### config.mk
export PLATFORM = sky130hd
export DESIGN_NAME = instr_fetch
export DESIGN_NICKNAME = d
export VERILOG_FILES = /design/src/rtl/instr_fetch.sv
export SDC_FILE = /design/constraint.sdc
export NUM_CORES = 1
export LEC_CHECK = 0
export BUFFER_PORTS_ARGS = -buffer_cell sky130_fd_sc_hd__buf_2
export CAP_MARGIN = 20
export CORE_ASPECT_RATIO = 1.1
export CORE_MARGIN = 2
export CORE_UTILIZATION = 55
export CTS_BUF_LIST = sky130_fd_sc_hd__clkbuf_4 sky130_fd_sc_hd__clkbuf_8
export CTS_CLUSTER_DIAMETER = 80
export DETAILED_ROUTE_END_ITERATION = 16
export GPL_ROUTABILITY_DRIVEN = 0
export PLACE_DENSITY = 0.82
export SLEW_MARGIN = 20
export SYNTH_ARGS = -nofsm -noshare
export SYNTH_HDL_FRONTEND = slang
export SYNTH_SLANG_ARGS = --single-unit
### constraint.sdc
create_clock -name clk -period 1.95 [get_ports clk]
set_input_delay 0.39 -clock clk [delete_from_list [all_inputs] [get_ports clk]]
set_output_delay 0.39 -clock clk [all_outputs]
set_load 0.005 [all_outputs]
### src/rtl/instr_fetch.sv
// Instruction fetch: drives the program ROM address, assembles AVR two-word instructions, presents them over valid/ready.
// Optional BREAK halt enabled by defining IFETCH_HALT_EN; default build passes BREAK through as an ordinary instruction.
module instr_fetch #(
   parameter int          DATA_WIDTH   = 16,
   parameter int          ADDR_WIDTH   = 8,
   parameter int unsigned RESET_VECTOR = 0
) (
   input  logic                  clk,
   input  logic                  rst_n,
   output logic [ADDR_WIDTH-1:0] o_rom_addr,
   input  logic [DATA_WIDTH-1:0] i_rom_data,
   input  logic                  i_redirect_valid,
   input  logic [ADDR_WIDTH-1:0] i_redirect_target,
   output logic                  o_out_valid,
   input  logic                  i_out_ready,
   output logic [DATA_WIDTH-1:0] o_instr,
   output logic [DATA_WIDTH-1:0] o_instr_ext,
   output logic [ADDR_WIDTH-1:0] o_instr_pc,
   output logic                  o_two_word,
   output logic                  o_halted
);

`ifdef IFETCH_HALT_EN
   typedef enum logic [1:0] {S_FETCH, S_FETCH2, S_HALT} state_t;
`else
   typedef enum logic [1:0] {S_FETCH, S_FETCH2} state_t;
`endif

   state_t                r_state, w_state_nxt;
   logic [ADDR_WIDTH-1:0] r_rom_addr, w_rom_addr_nxt;
   logic [DATA_WIDTH-1:0] r_partial, w_partial_nxt;
   logic                  r_out_valid, w_out_valid_nxt;
   logic [DATA_WIDTH-1:0] r_instr, w_instr_nxt;
   logic [DATA_WIDTH-1:0] r_instr_ext, w_instr_ext_nxt;
   logic [ADDR_WIDTH-1:0] r_instr_pc, w_instr_pc_nxt;
   logic                  r_two_word, w_two_word_nxt;
   logic                  w_slot_free;
   logic                  w_is_two;
`ifdef IFETCH_HALT_EN
   logic                  r_halted, w_halted_nxt;
   logic                  w_is_break;
`endif

   // LDS/STS and JMP/CALL carry a second word (address/constant)
   assign w_is_two = ((i_rom_data[15:10] == 6'b100100) && (i_rom_data[3:0] == 4'b0000)) ||
                     ((i_rom_data[15:9]  == 7'b1001010) && (i_rom_data[3:2] == 2'b11));
   assign w_slot_free = !r_out_valid || i_out_ready;
`ifdef IFETCH_HALT_EN
   assign w_is_break = (i_rom_data == DATA_WIDTH'(16'h9598));
`endif

   always_comb begin
      w_state_nxt     = r_state;
      w_rom_addr_nxt  = r_rom_addr;
      w_partial_nxt   = r_partial;
      w_out_valid_nxt = r_out_valid;
      w_instr_nxt     = r_instr;
      w_instr_ext_nxt = r_instr_ext;
      w_instr_pc_nxt  = r_instr_pc;
      w_two_word_nxt  = r_two_word;
`ifdef IFETCH_HALT_EN
      w_halted_nxt    = r_halted;
`endif
      if (i_redirect_valid) begin
         w_state_nxt     = S_FETCH;
         w_rom_addr_nxt  = i_redirect_target;
         w_partial_nxt   = '0;
         w_out_valid_nxt = 1'b0;
`ifdef IFETCH_HALT_EN
         w_halted_nxt    = 1'b0;
`endif
      end else begin
         case (r_state)
            S_FETCH: begin
               if (w_slot_free) begin
`ifdef IFETCH_HALT_EN
                  if (w_is_break) begin
                     // address stays on the BREAK word so a debugger sees where fetch stopped
                     w_out_valid_nxt = 1'b0;
                     w_halted_nxt    = 1'b1;
                     w_state_nxt     = S_HALT;
                  end else
`endif
                  if (w_is_two) begin
                     w_partial_nxt   = i_rom_data;
                     w_rom_addr_nxt  = r_rom_addr + ADDR_WIDTH'(1);
                     w_out_valid_nxt = 1'b0;
                     w_state_nxt     = S_FETCH2;
                  end else begin
                     w_instr_nxt     = i_rom_data;
                     w_instr_ext_nxt = '0;
                     w_two_word_nxt  = 1'b0;
                     w_instr_pc_nxt  = r_rom_addr;
                     w_out_valid_nxt = 1'b1;
                     w_rom_addr_nxt  = r_rom_addr + ADDR_WIDTH'(1);
                  end
               end
            end
            S_FETCH2: begin
               w_instr_nxt     = r_partial;
               w_instr_ext_nxt = i_rom_data;
               w_two_word_nxt  = 1'b1;
               w_instr_pc_nxt  = r_rom_addr - ADDR_WIDTH'(1);
               w_out_valid_nxt = 1'b1;
               w_rom_addr_nxt  = r_rom_addr + ADDR_WIDTH'(1);
               w_state_nxt     = S_FETCH;
            end
            default: begin
`ifndef IFETCH_HALT_EN
               w_state_nxt = S_FETCH;
`endif
            end
         endcase
      end
   end

   always_ff @(posedge clk or negedge rst_n) begin
      if (!rst_n) begin
         r_state     <= S_FETCH;
         r_rom_addr  <= ADDR_WIDTH'(RESET_VECTOR);
         r_partial   <= '0;
         r_out_valid <= 1'b0;
         r_instr     <= '0;
         r_instr_ext <= '0;
         r_instr_pc  <= '0;
         r_two_word  <= 1'b0;
`ifdef IFETCH_HALT_EN
         r_halted    <= 1'b0;
`endif
      end else begin
         r_state     <= w_state_nxt;
         r_rom_addr  <= w_rom_addr_nxt;
         r_partial   <= w_partial_nxt;
         r_out_valid <= w_out_valid_nxt;
         r_instr     <= w_instr_nxt;
         r_instr_ext <= w_instr_ext_nxt;
         r_instr_pc  <= w_instr_pc_nxt;
         r_two_word  <= w_two_word_nxt;
`ifdef IFETCH_HALT_EN
         r_halted    <= w_halted_nxt;
`endif
      end
   end

   assign o_rom_addr  = r_rom_addr;
   assign o_out_valid = r_out_valid;
   assign o_instr     = r_instr;
   assign o_instr_ext = r_instr_ext;
   assign o_instr_pc  = r_instr_pc;
   assign o_two_word  = r_two_word;
`ifdef IFETCH_HALT_EN
   assign o_halted    = r_halted;
`else
   assign o_halted    = 1'b0;
`endif

endmodule

# Word-level counts from Yosys, hierarchy flattened
# Cells that the tools add are included.
# classes
eq_ne	8
reduce_logical	16
addsub	2
muxes	27
bitwise_logic	1
# op_table
op	count
$mux W16	8
$pmux W16 S2	2
$mux W8	4
$pmux W8 S2	2
$add A8 B1 Y8 const B	1
$mux W2	4
$reduce_bool A2 Y1	4
$sub A8 B1 Y8 const B	1
$eq A7 B7 Y1 const B	1
$eq A6 B6 Y1 const B	1
$ne A3 B3 Y1 const B	2
$mux W1	5
$logic_not A4 Y1	1
$ne A2 B2 Y1 const B	2
$pmux W1 S2	2
$reduce_and A2 Y1	2
$reduce_and A4 Y1	1
$reduce_and A3 Y1	1
$reduce_bool A3 Y1	1
$eq A2 B1 Y1 const B	1
$eq A2 B2 Y1 const B	1
$logic_and A1 B1 Y1	2
$logic_not A2 Y1	1
$logic_or A1 B1 Y1	2
other kinds (2)	2
# word_totals
input_bits	28
out_inout_bits	51
wordCells	62
regBits	68

# Longest topological paths before layout
# Gate-level depths: netlist (run 1).
# depth
word_depth	7
mapped_depth	6
ltp_nobuf	6

# Worst setup path before layout (run 1)
# No wires, ideal clock.
# synth_timing
path_kind	in2reg
start	input port i_rom_data[10]
end	register r_instr[10], in the netlist o_instr[10]
required_time_ps	1825
n_path_buf	1
cell_stages	5
setup_slack_ps	147
t_arrival_ps	1678
setup_ps	125
cell_sequence	or4_4 > o21ai_4 > a211oi_4 > buf_6 > mux2_4
# synth_between
elab_chain_cells	5
word_cells_on_any_way	10
classes_between	eq/ne (3); mux (3); reduce/logical (4)
# synth_rtl
element	line	source
start: declaration	11	input logic [DATA_WIDTH-1:0] i_rom_data,
$eq A7 B7 Y1 or $eq A6 B6 Y1 (tied branches)	46, 45	
$logic_and A1 B1 Y1 (on tied branches)	46, 45	
$logic_or A1 B1 Y1	45	assign w_is_two = ((i_rom_data[15:10] == 6'b100100) && (i_rom_data[3:0] == 4'b0000)) ||
$ne A2 B2 Y1 (no line)	n/a	
$reduce_and A4 Y1 (no line)	n/a	
end signal: assignment	135	r_instr <= w_instr_nxt;
end: declaration	33	logic [DATA_WIDTH-1:0] r_instr, w_instr_nxt;
# Several ways; a longest one is shown, not always the timed one. The select of a mux whose other input is x is not followed.
# A chain may end at the register's enable or synchronous reset.

# Worst setup path after layout (run 1)
# layout_timing
start	register r_state[0]
end	register r_rom_addr[7], in the netlist o_rom_addr[7]
# layout_between
elab_chain_cells	3
word_cells_on_any_way	7
classes_between	eq/ne (2); mux (2); reduce/logical (3)
# layout_rtl
element	line	source
start: declaration	29	state_t r_state, w_state_nxt;
start signal: assignment	131	r_state <= w_state_nxt;
$eq A2 B1 Y1 or $logic_not A2 Y1 (tied branches)	73	case (r_state)
$pmux W8 S2, or another cell as far along	73	
$mux W8 or $reduce_and A2 Y1 (tied branches)	n/a	
end signal: assignment	120	r_rom_addr <= ADDR_WIDTH'(RESET_VECTOR);
end signal: assignment	132	r_rom_addr <= w_rom_addr_nxt;
end: declaration	30	logic [ADDR_WIDTH-1:0] r_rom_addr, w_rom_addr_nxt;
# Several ways; a longest one is shown, not always the timed one.

==> impl_metrics.env, run 1 <==
export IMPL_ys_seq_area_share_pct=52.9
export IMPL_clk_latency_ps=350
export IMPL_cp_start_kind="flop"
export IMPL_via_per_inst=5.64
export IMPL_die_area_sq_mm=0.00638
export IMPL_drv_slew=0
export IMPL_path_max_fanout=15
export IMPL_status="complete, no violations"
export IMPL_vdd_drop_max_mv=0.570
export IMPL_cellLeakagePower_nw=1.98
export IMPL_fin_crit_ps=1730
export IMPL_rr_endpoint="o_rom_addr[7]$_DFFE_PN0P_"
export IMPL_critPathMaxStageDelay_ps=450
export IMPL_fmax_ghz=0.579
export IMPL_cts_buffer_depth=2
export IMPL_place_inst=414
export IMPL_dr_pass1_iters=6
export IMPL_cts_sinks=67
export IMPL_diodes=0
export IMPL_cts_tree="yes"
export IMPL_arrival_ps=1940
export IMPL_synth_cell_types=37
export IMPL_layout_cells_non_filler=430
export IMPL_slowest_stage="nor4b_1"
export IMPL_synthesis_instances=261
export IMPL_fin_worst_skew_ps=8.59
export IMPL_cts_setup_buffers=0
export IMPL_worstPathRequired_ps=2160
export IMPL_rr_startpoint="r_state[0]$_DFFE_PN0P_"
export IMPL_ant_nets=0
export IMPL_cts_hold_buf=0
export IMPL_end_kind="flop"
export IMPL_rsz0062_at_grt="no"
export IMPL_die_w_um=76.4
export IMPL_power_per_cell_area_mw_per_mm2=912
export IMPL_drtIter0Drc=125
export IMPL_dp_slack_ps=-26.9
export IMPL_cap_violations=0
export IMPL_root_buffer="clkbuf_8"
export IMPL_overflow=0
export IMPL_synth_edff_count=0
export IMPL_grt_pass1_vias=2472
export IMPL_min_delay_path_class="in -> async"
export IMPL_antenna_found_initial=0
export IMPL_synth_area_sq_mm=0.00317
export IMPL_crit_buf_inv=2
export IMPL_cts_resized=0
export IMPL_path_clk_slew_ps=80
export IMPL_start_util_pct=57.9
export IMPL_fin_nets=380
export IMPL_setup_violations=0
export IMPL_crit_top_cell="buf_4"
export IMPL_crit_chain="buf_4 > nor3b_2 > buf_4 > nor4b_1 > xnor2_1 > o21ai_1"
export IMPL_maxSlewHeadroom_pct=59.7
export IMPL_remaining_drc_errors=0
export IMPL_min_period_over_period_pct=88.6
export IMPL_ys_seq_elements=67
export IMPL_via_count=2424
export IMPL_crit_type="reg -> reg"
export IMPL_drive_above_1_share_pct=44.8
export IMPL_rows=28
export IMPL_drt_total_wl_um=7410
export IMPL_synthesis_nets=291
export IMPL_avgSynthCellArea_sq_um=12.1
export IMPL_grt_max_degree=25
export IMPL_coreArea_sq_mm=0.00547
export IMPL_wl_per_cell_um=17.2
export IMPL_ff2ff_setup_slack_ps=220
export IMPL_path_delay_family="simple AND/OR/NAND/NOR gates"
export IMPL_cts_buffers=9
export IMPL_final_setup_tns_ps=0
export IMPL_setup_slack_ps=223
export IMPL_reg2regPathDepth=6
export IMPL_htree_levels=3
export IMPL_ys_warn_count=0
export IMPL_grtUsageTotal_pct=24.5
export IMPL_synthArstFlopShare_pct=100
export IMPL_syn2layout_area_growth_pct=26.9
export IMPL_synthFlopType="dfrtp_1"
export IMPL_grt_pass1_wl_um=12300
export IMPL_io_buffers=77
export IMPL_dpl_hpwl_um=5170
export IMPL_hold_violations=0
export IMPL_worst_pin_slew_ps=604
export IMPL_num_io_pins=79
export IMPL_dieHeight_um=83.6
export IMPL_p_total_mw=3.67
[worst max-delay path by stage]
stage / from / cells past startpoint / slack [ps] / endpoint
2_1_floorplan: i_rom_data[10] / 5 / 150 / o_instr[10]$_DFFE_PN0P_
3_3_place_gp: i_rom_data[10] / 6 / 20 / o_instr[11]$_DFFE_PN0P_
3_5_place_dp: i_rom_data[10] / 6 / -30 / o_instr_pc[5]$_DFFE_PN0P_
4_1_cts: r_state[0]$_DFFE_PN0P_ / 5 / 230 / o_instr[3]$_DFFE_PN0P_
5_1_grt: r_state[0]$_DFFE_PN0P_ / 6 / 100 / o_rom_addr[7]$_DFFE_PN0P_
6_report: r_state[0]$_DFFE_PN0P_ / 6 / 220 / o_rom_addr[7]$_DFFE_PN0P_
[placed cells by master, fill, tap and decap left out, types with 3 or more instances in the layout]
cell type  count
mux2_2        19
clkbuf_8      10
bufinv_16      4
mux2_4        19
inv_1          5
a21oi_1       15
buf_12         3
a22o_1        16
nor3b_1        3
buf_4         20
buf_2         77
nand2_1       14
xor2_1         8
and3_1         3
o21ai_0       17
xnor2_1        6
nand4_1       13
nor4b_1        4
nor2_1         6
nor2b_1        3
dfrtp_1       67
[cells by family (layout without fill, tap and decap cells)]
logic type               count (synthesis)  after routing  synth area share [%]
AO/OA/AOI/OAI                           55             55                  11.7
XOR/XNOR                                14             14                  3.87
adder cells (fa/ha/maj)                  2              2                 0.790
buffers and inverters                   27            121                  4.11
flip-flops                              67             67                  52.9
multiplexers                            40             40                  16.4
other                                    1              1                 0.118
AND/OR/NAND/NOR                         55             55                  10.1
[cell usage after synthesis (all sizes together) (6+ instances only)]
library cell	number	share of area, %
a21oi	15	2.4
a22o	16	4.4
buf	8	1.9
clkbuf	14	1.7
dfrtp	67	53
mux2	38	16
nand2	14	1.7
nand4	13	2.6
nor2	6	0.71
o21ai	20	3.5
xnor2	6	1.7
xor2	8	2.2
[through the flow]
step                hold WS, ps  instance area (sq um)  utilization (%)
floorplan                  94.4                   3170                -
global placement            422                   3740             68.5
detailed placement          426                   3740             68.5
CTS                        51.0                   4020             73.5
global route               84.5                   4020             73.5
finish                     41.7                   4020             73.5
[worst reg2reg max path: stages, from the launching register on]
cell	delay, ps
dfrtp_1	380
buf_4	230
nor3b_2	110
buf_4	170
nor4b_1	450
xnor2_1	180
o21ai_1	80
[where the power goes]
group          switching, mW  internal [mW]
combinational          0.235          0.283
sequential            0.0895           1.49
clock                  0.554           1.02
total                  0.879           2.79
[layer usage]
metal	vias to the layer above	wire length [um]	GRT usage [%]
met5	-	0	0
met4	0	132	11.2
met3	12	302	3.79
met2	84	3690	40.5
met1	1215	3280	31.9
li1	1113	-	-
[final cells by class]
cell class | instances | area [sq um]
Multi-Input combinational cell | 167 | 1360
Tap cell | 75 | 93.8
Sequential cell | 67 | 1680
Inverter | 5 | 18.8
Clock buffer | 10 | 138
Timing Repair Buffer | 100 | 596
Fill cell | 386 | 1450
Clock inverter | 6 | 136
[flip-flops by register name, indices dropped and copies added, names as in the netlist]
register / cells
o_out_valid: 1
o_instr_ext: 16
o_two_word: 1
r_state: 1
o_instr: 16
r_partial: 16
o_rom_addr: 8
o_instr_pc: 8
No activity file was read; power rests on OpenSTA's default activity.
==> inputs of run 2 (changes only) <==
--- a/config.mk
+++ b/config.mk
@@ -15,6 +15,7 @@
 export DETAILED_ROUTE_END_ITERATION = 16
 export GPL_ROUTABILITY_DRIVEN = 0
 export PLACE_DENSITY = 0.82
+export SETUP_SLACK_MARGIN = 0.4
 export SLEW_MARGIN = 20
 export SYNTH_ARGS = -nofsm -noshare
 export SYNTH_HDL_FRONTEND = slang
==> impl_metrics.env, run 2 (same netlist as run 1, synthesis figures left out) <==
export IMPL_rows=28
export IMPL_drive_above_1_share_pct=50.0
export IMPL_maxSlewHeadroom_pct=52.1
export IMPL_crit_start="r_state[0]$_DFFE_PN0P_"
export IMPL_switching_share_pct=24.1
export IMPL_cellLeakagePower_nw=2.01
export IMPL_cts_hold_buf=0
export IMPL_end_kind="flop"
export IMPL_final_common_cell="buf_2"
export IMPL_grt_pass1_wl_um=11900
export IMPL_overflow=0
export IMPL_cts_tree="yes"
export IMPL_io_buffers=77
export IMPL_rsz0062_at_grt="yes"
export IMPL_worstPathRequired_ps=2170
export IMPL_combPwrFrac_pct=15.7
export IMPL_min_period_over_period_pct=84.8
export IMPL_wl_per_cell_um=17.2
export IMPL_clk_latency_ps=330
export IMPL_arrival_ps=1870
export IMPL_cap_violations=0
export IMPL_vdd_drop_max_mv=0.506
export IMPL_rr_endpoint="o_instr_pc[1]$_DFFE_PN0P_"
export IMPL_hold_violations=0
export IMPL_min_delay_path_class="in -> async"
export IMPL_cts_buffers=9
export IMPL_status="complete, no violations"
export IMPL_final_setup_tns_ps=0
export IMPL_dpl_hpwl_um=4850
export IMPL_cts_sinks=67
export IMPL_antenna_found_initial=0
export IMPL_fin_nets=387
export IMPL_coreArea_sq_mm=0.00547
export IMPL_rr_startpoint="r_state[0]$_DFFE_PN0P_"
export IMPL_n_fill_cell=371
export IMPL_fmax_ghz=0.605
export IMPL_crit_type="reg -> reg"
export IMPL_place_inst=412
export IMPL_ant_nets=0
export IMPL_drtIter0Drc=156
export IMPL_remaining_drc_errors=0
export IMPL_power_per_cell_area_mw_per_mm2=829
export IMPL_layout_common_cells="buf_2 (77), dfrtp_1 (63), mux2_4 (23)"
export IMPL_num_io_pins=79
export IMPL_fin_crit_ps=1650
export IMPL_fin_worst_skew_ps=5.76
export IMPL_layout_cells_non_filler=437
export IMPL_via_count=2485
export IMPL_die_area_sq_mm=0.00638
export IMPL_grtUsageTotal_pct=23.6
export IMPL_die_w_um=76.4
export IMPL_dr_pass1_iters=4
export IMPL_root_buffer="clkbuf_8"
export IMPL_setup_violations=0
export IMPL_path_clk_slew_ps=70
export IMPL_pwr_share_clk_pct=38.1
export IMPL_grt_max_degree=68
export IMPL_syn2layout_area_growth_pct=30.3
export IMPL_cp_start_kind="flop"
export IMPL_p_switching_mw=0.825
export IMPL_drv_slew=0
export IMPL_internal_power_mw=2.60
export IMPL_cts_buffer_depth=2
export IMPL_grt_pass1_vias=2431
export IMPL_reg2regPathDepth=5
export IMPL_worst_pin_slew_ps=716
export IMPL_htree_levels=3
export IMPL_diodes=0
export IMPL_via_per_inst=5.69
export IMPL_start_util_pct=57.9
export IMPL_drt_total_wl_um=7510
export IMPL_pwr_share_seq_pct=46.2
export IMPL_ff2ff_setup_slack_ps=300
export IMPL_dieHeight_um=83.6
export IMPL_path_max_fanout=16
==> run 2: critical path, cell delays in order, from the launching register on <==
cell and delay (ps):
dfrtp_2 410, nor2b_2 60, and3_4 190, a211oi_4 320
buf_12 230, mux2_4 310
==> run 2: area by class of cell <==
cell class                 instances  area, sq um  area share (%)
clock buffer                      12          159            3.85
timing repair buffer             107          662            16.0
sequential                        67         1680            40.8
tap                               75         93.8            2.27
clock inverter                     4         72.6            1.76
inverter                           5         18.8           0.455
multi-input combinational        167         1440            34.8
==> run 2: timing repair <==
| action | in CTS | in global routing |
|---|---|---|
| gates resized for setup | 10 | 20 |
| setup buffers | 4 | 5 |
| pin swaps | 2 | 6 |
| setup endpoints to repair | 47 | 55 |
==> run 2: worst max-delay path by stage <==
stage | to | slack [ps] | cells after the start
after global routing | o_instr[14]$_DFFE_PN0P_ | 230 | 5
final | o_instr_pc[1]$_DFFE_PN0P_ | 300 | 5
after floorplan | o_instr[10]$_DFFE_PN0P_ | 150 | 5
after detailed placement | o_instr_ext[7]$_DFFE_PN0P_ | -40 | 7
after CTS | o_instr_pc[1]$_DFFE_PN0P_ | 320 | 5
after global placement | o_instr[9]$_DFFE_PN0P_ | 30 | 6
==> run 2: through the flow <==
stage / worst slack, ps / total power, mW / area, sq um / util (%) / hold slack [ps]
floorplan: 147 / 1.87 / 3180 / - / 94.4
global placement: 32.8 / 2.08 / 3720 / 68.0 / 428
detailed placement: -38.1 / 2.10 / 3720 / 68.0 / 432
CTS: 315 / 3.42 / 4020 / 73.5 / 64.4
global route: 234 / 3.57 / 4130 / 75.5 / 87.4
finish: 296 / 3.42 / 4130 / 75.5 / 33.0
==> run 2: power groups by stage <==
stage | Clock [mW] | Sequential, mW | Combinational, mW
floorplan | 0 | 1.59 | 0.283
global placement | 0 | 1.60 | 0.481
detailed placement | 0 | 1.60 | 0.495
CTS | 1.33 | 1.58 | 0.507
global route | 1.39 | 1.60 | 0.583
finish | 1.30 | 1.58 | 0.537
==> run 2: layer usage <==
layer | share of wire, % | global-route usage, % | wire length [um] | vias to the layer above
li1 | - | - | - | 1127
met4 | 2.1 | 10.2 | 155 | 0
met1 | 43 | 32.3 | 3230 | 1228
met2 | 49 | 36.0 | 3710 | 113
met5 | 0 | 0 | 0 | -
met3 | 5.7 | 5.52 | 425 | 17
